### src/rtl/tone_sweeper.sv
// rtl/tone_sweeper.sv - stepped-period tone sweep sequencer for a square wave generator
module tone_sweeper #(
    parameter int PERIOD_WIDTH = 32,
    parameter int COUNT_WIDTH  = 8,
    parameter int TICK_CYCLES  = 100000
) (
    input  logic                    clk,
    input  logic                    rst_n,
    input  logic                    start,
    input  logic                    stop,
    input  logic [PERIOD_WIDTH-1:0] start_period,
    input  logic [PERIOD_WIDTH-1:0] delta,
    input  logic [COUNT_WIDTH-1:0]  num_steps,
    output logic [PERIOD_WIDTH-1:0] period,
    output logic                    gate,
    output logic                    busy,
    output logic                    done
);

    localparam int TICK_W = (TICK_CYCLES > 1) ? $clog2(TICK_CYCLES) : 1;
    localparam logic [TICK_W-1:0] TICK_LAST = TICK_W'(TICK_CYCLES - 1);
    localparam logic signed [PERIOD_WIDTH+1:0] SUM_MIN = (PERIOD_WIDTH+2)'(1);
    localparam logic signed [PERIOD_WIDTH+1:0] SUM_MAX = {2'b00, {PERIOD_WIDTH{1'b1}}};

    typedef enum logic {
        IDLE,
        PLAY
    } state_t;

    state_t                   state, state_nxt;
    logic [PERIOD_WIDTH-1:0]  period_nxt;
    logic [PERIOD_WIDTH-1:0]  delta_q, delta_nxt;
    logic [COUNT_WIDTH-1:0]   steps_left, steps_nxt;
    logic [TICK_W-1:0]        tick, tick_nxt;
    logic                     gate_nxt, busy_nxt, done_nxt;
    logic signed [PERIOD_WIDTH+1:0] sum;
    logic [PERIOD_WIDTH-1:0]  sat_period;
    logic [PERIOD_WIDTH-1:0]  load_period;

    // Two guard bits so that neither a large positive nor negative step can wrap before clamping.
    always_comb begin
        sum = $signed({2'b00, period}) + $signed({{2{delta_q[PERIOD_WIDTH-1]}}, delta_q});
        if (sum < SUM_MIN) begin
            sat_period = PERIOD_WIDTH'(1);
        end else if (sum > SUM_MAX) begin
            sat_period = {PERIOD_WIDTH{1'b1}};
        end else begin
            sat_period = sum[PERIOD_WIDTH-1:0];
        end
    end

    // A zero start period would silence the downstream generator while gated on.
    assign load_period = (start_period == '0) ? PERIOD_WIDTH'(1) : start_period;

    always_comb begin
        state_nxt  = state;
        period_nxt = period;
        delta_nxt  = delta_q;
        steps_nxt  = steps_left;
        tick_nxt   = tick;
        gate_nxt   = gate;
        done_nxt   = 1'b0;
        if (stop) begin
            if (state == PLAY) begin
                state_nxt = IDLE;
                gate_nxt  = 1'b0;
                tick_nxt  = '0;
            end
        end else if (start) begin
            state_nxt  = PLAY;
            period_nxt = load_period;
            delta_nxt  = delta;
            steps_nxt  = num_steps;
            tick_nxt   = '0;
            gate_nxt   = 1'b1;
        end else if (state == PLAY) begin
            if (tick == TICK_LAST) begin
                tick_nxt = '0;
                if (steps_left != '0) begin
                    period_nxt = sat_period;
                    steps_nxt  = steps_left - COUNT_WIDTH'(1);
                end else begin
                    state_nxt = IDLE;
                    gate_nxt  = 1'b0;
                    done_nxt  = 1'b1;
                end
            end else begin
                tick_nxt = tick + TICK_W'(1);
            end
        end
        busy_nxt = (state_nxt == PLAY);
    end

    always_ff @(posedge clk or negedge rst_n) begin
        if (!rst_n) begin
            state      <= IDLE;
            period     <= '0;
            delta_q    <= '0;
            steps_left <= '0;
            tick       <= '0;
            gate       <= 1'b0;
            busy       <= 1'b0;
            done       <= 1'b0;
        end else begin
            state      <= state_nxt;
            period     <= period_nxt;
            delta_q    <= delta_nxt;
            steps_left <= steps_nxt;
            tick       <= tick_nxt;
            gate       <= gate_nxt;
            busy       <= busy_nxt;
            done       <= done_nxt;
        end
    end

endmodule
### config.mk
export PLATFORM = sky130hd
export DESIGN_NAME = tone_sweeper
export DESIGN_NICKNAME = d
export VERILOG_FILES = /design/src/rtl/tone_sweeper.sv
export SDC_FILE = /design/constraint.sdc
export NUM_CORES = 1
export LEC_CHECK = 0
export CAP_MARGIN = 5
export CORE_UTILIZATION = 55
export DETAILED_ROUTE_END_ITERATION = 10
export DONT_BUFFER_PORTS = 1
export PLACE_DENSITY = 0.74
export SLEW_MARGIN = 20
export SYNTH_ARGS = -nofsm -noshare
export SYNTH_HDL_FRONTEND = slang
export SYNTH_SLANG_ARGS = --single-unit
export TNS_END_PERCENT = 20
### constraint.sdc
create_clock -name clk -period 3.8 [get_ports clk]
set_clock_uncertainty 0.05 [all_clocks]
set_input_delay 0.76 -clock clk [delete_from_list [all_inputs] [get_ports clk]]
set_output_delay 0.76 -clock clk [all_outputs]
set_load 0.02 [all_outputs]
==> qor.yml <==
route:
  num_vias: 5985
  vias_per_cell: 6.29
  drt-wirelength-per-cell_um: 19.0
  ant_nets: 0
  drc: 0
  wirelength_um: 18100
  dr.pass1.iters: 5
  drt_iter0_drc: 327
timing:
  finalCriticalPeriod_ps: 3660
  rsz0062_at_grt: "yes"
  fin_setup_tns_ps: 0
  timing.fmax_ghz: 0.273
  max_slew_margin: 0.330
  hold_viol_final: 0
  worst_pin_slew_ps: 1000
  drv_slew: 0
  fin_hold_ws_ps: 45.5
  setup_violations: 0
  fin_crit_sh: 0.963
place:
  detailed_place_hpwl_um: 13200
  place_area_um2: 6640
  gp_congestion: 0.943
  port_buffers: 0
  dp_cells: 934
synth:
  synth-seq-cells: 92
  ys.flop_type: "dfrtp_1"
  async_reset_ff_frac: 1.00
  seq_area_frac_synth: 0.359
  synth_warnings: 0
  syn-num-nets: 913
  syn_inst: 801
  synth_edf_count: 0
  syn_area_per_cell_um2: 8.01
  synth_cell_type_count: 67
  syn-cell-area_um2: 6420
floorplan:
  chipHeight_um: 110
  die_w_um: 110
  initial_utilization: 0.562
  die_area_um2: 12100
  core-area_um2: 11400
  ios: 111
  num_rows: 39
layout:
  layoutNonFillerInstCount: 952
  drive_gt1_frac: 0.135
  final_core_util: 0.625
  syn_to_final_growth_pct: 11.2
  layout.nets: 916
  diodes: 0
  postLayoutCellArea_um2: 7140
setup_path:
  path_max_fanout: 7
  crit_chain: "ha_2 -> inv_1 -> fa_2 -> nand2b_4 -> a21o_4 -> a211o_2 -> a21oi_2 -> nor2_1 -> o41ai_2 -> xor2_1 -> or4_1 -> nor4_2 -> o22ai_1 -> a21oi_1"
  crit_path_max_incr_delay_ps: 550
  critPathBufInv: 1
  cp_top_family: "compound AO/OA/AOI/OAI gates"
  slowest_stage: "or4_1"
  worstSetupEndpointType: "register"
  worstSetupStartpointType: "register"
  worst-setup-path-type: "register to register"
  critPathRequiredTime_ps: 4030
  arrival_ps: 3890
cts:
  cts_max_level: 3
  cts_buffers: 9
  clockRootBuffer: "clkbuf_16"
  cts_tree: "yes"
  cts_buffer_depth: 2
  clock_latency_ps: 360
  clkSinkCount: 92
  cts.clk_slew.worst_paths_ps: 70
power:
  sw_frac_of_total: 0.428
  ir_worst_vdd_v: 0.000304
  cellLeakagePower_nw: 3.26
  p_clk_frac: 0.222
  pwr-share-comb: 0.462
  power.switching_mw: 1.82
  seq_power_share: 0.316
  p_int_mw: 2.43
  powerDensity_nw_per_um2: 595
global_route:
  grt_pass1_wl_um: 28000
  grt.total_usage: 0.304
  grt_pass1_vias: 5796
  antenna_found_initial: 0
  grt_max_degree: 93
  overflow: 0
flow_run:
  maxCapViolCount: 0
min_path:
  hp-class: "input port to asynchronous set/reset pin"
outcome:
  outcome: "finished clean"
==> final timing paths <==
| kind | slack [ps] | cells past startpoint | start | endpoint |
|---|---|---|---|---|
| max | 140 | 14 | delta_q[0] | period[0] |
| min in group clk | 420 | 1 | stop | state |
| min | 50 | 0 | rst_n | delta_q[15] |
| min reg2reg | 440 | 2 | delta_q[20] | delta_q[20] |
| max reg2reg | 140 | 14 | delta_q[0] | period[0] |
| max in group asynchronous | 3530 | 0 | rst_n | tick[10] |
==> area by class of cell <==
class / count / area (um2)
timing repair buffer: 36 / 270
sequential: 92 / 2300
inverter: 18 / 67.6
tap: 143 / 179
multi-input combinational: 647 / 4010
clock inverter: 5 / 57.6
fill: 1001 / 4280
clock buffer: 11 / 253
==> synth_stat cells (all sizes together) (4+ instances only) <==
cell type    n  area, um2
and3        35        220
a31oi        4       25.0
ha          35        438
buf         10       77.6
a211oi       8       70.1
nand3       19        100
o21bai       5       37.5
o21ai       40        215
xnor2       20        175
inv         17       63.8
nor4        10       62.6
and2         5       33.8
nand4       16        100
nor2        60        225
dfrtp       92       2300
nor3        10       50.1
nand2      169        637
a21oi       87        458
xor2        20        175
or4          6       45.0
clkbuf      34        150
o22ai       41        257
a2111oi      4       35.0
a21o         7       61.3
nand2b       6       37.5
==> per-stage QoR <==
| step | setup slack, ps | power [mW] |
|---|---|---|
| 6_report | 141 | 4.25 |
| 5_1_grt | -67.9 | 4.50 |
| 4_1_cts | 8.19 | 4.12 |
| 3_5_place_dp | -52.1 | 3.14 |
| 3_3_place_gp | 69.9 | 3.12 |
| 2_1_floorplan | 201 | 2.67 |
==> per-layer routing <==
metal,vias up,wire length [um],global-route usage
met5,-,0,0
met4,0,515,0.140
met3,42,1260,0.0729
met2,226,8570,0.492
met1,2849,7740,0.384
li1,2868,-,-
==> cell usage in the layout, fill, tap and decap left out, types with 7 or more instances in the layout <==
cell type / n
a21oi_1: 77
ha_2: 7
dfrtp_1: 90
nand3_1: 18
buf_4: 36
o21ai_0: 33
nor3_1: 10
nor4_1: 8
inv_1: 17
o22ai_1: 40
ha_1: 27
xnor2_1: 20
and3_1: 34
xor2_1: 20
nand4_1: 16
nor2_1: 58
a21oi_2: 7
nand2_1: 167
clkbuf_16: 9
==> cell families after synthesis <==
logic type,Yosys count,synth area share
adders and majority gates,36,0.0713
and+or+nand+nor,355,0.261
xor gates and xnor gates,40,0.0546
DFF,92,0.359
buffers and inverters,62,0.0460
muxes,2,0.00331
AOI/OAI and AO/OA,214,0.205
==> sequential cells by signal (all words and copies together), names as in the netlist <==
name        cells
period         32
steps_left      8
delta_q        32
state           1
gate            1
tick           17
done            1
==> power groups by stage <==
stage	sequential [mW]	clock [mW]	combinational [mW]
after global placement	1.35	0	1.78
after global routing	1.37	0.997	2.14
final	1.34	0.943	1.96
after CTS	1.34	0.962	1.82
after floorplan	1.40	0	1.27
after detailed placement	1.35	0	1.79
==> worst register-to-register path: stages, from the launching register on <==
cell	delay, ps
dfrtp_1	360
ha_2	200
inv_1	60
fa_2	350
nand2b_4	160
a21o_4	270
a211o_2	340
a21oi_2	210
nor2_1	100
o41ai_2	270
xor2_1	150
or4_1	550
nor4_2	290
o22ai_1	120
a21oi_1	130
==> timing repair <==
item / 4_1_cts / 5_1_grt
pin swaps: 1 / 9
hold buffers: 0 / 0
buffers inserted: 0 / 2
resized for setup: 5 / 35
endpoints found under the setup margin: 1 / 1
(Power assumes the default switching activity.)
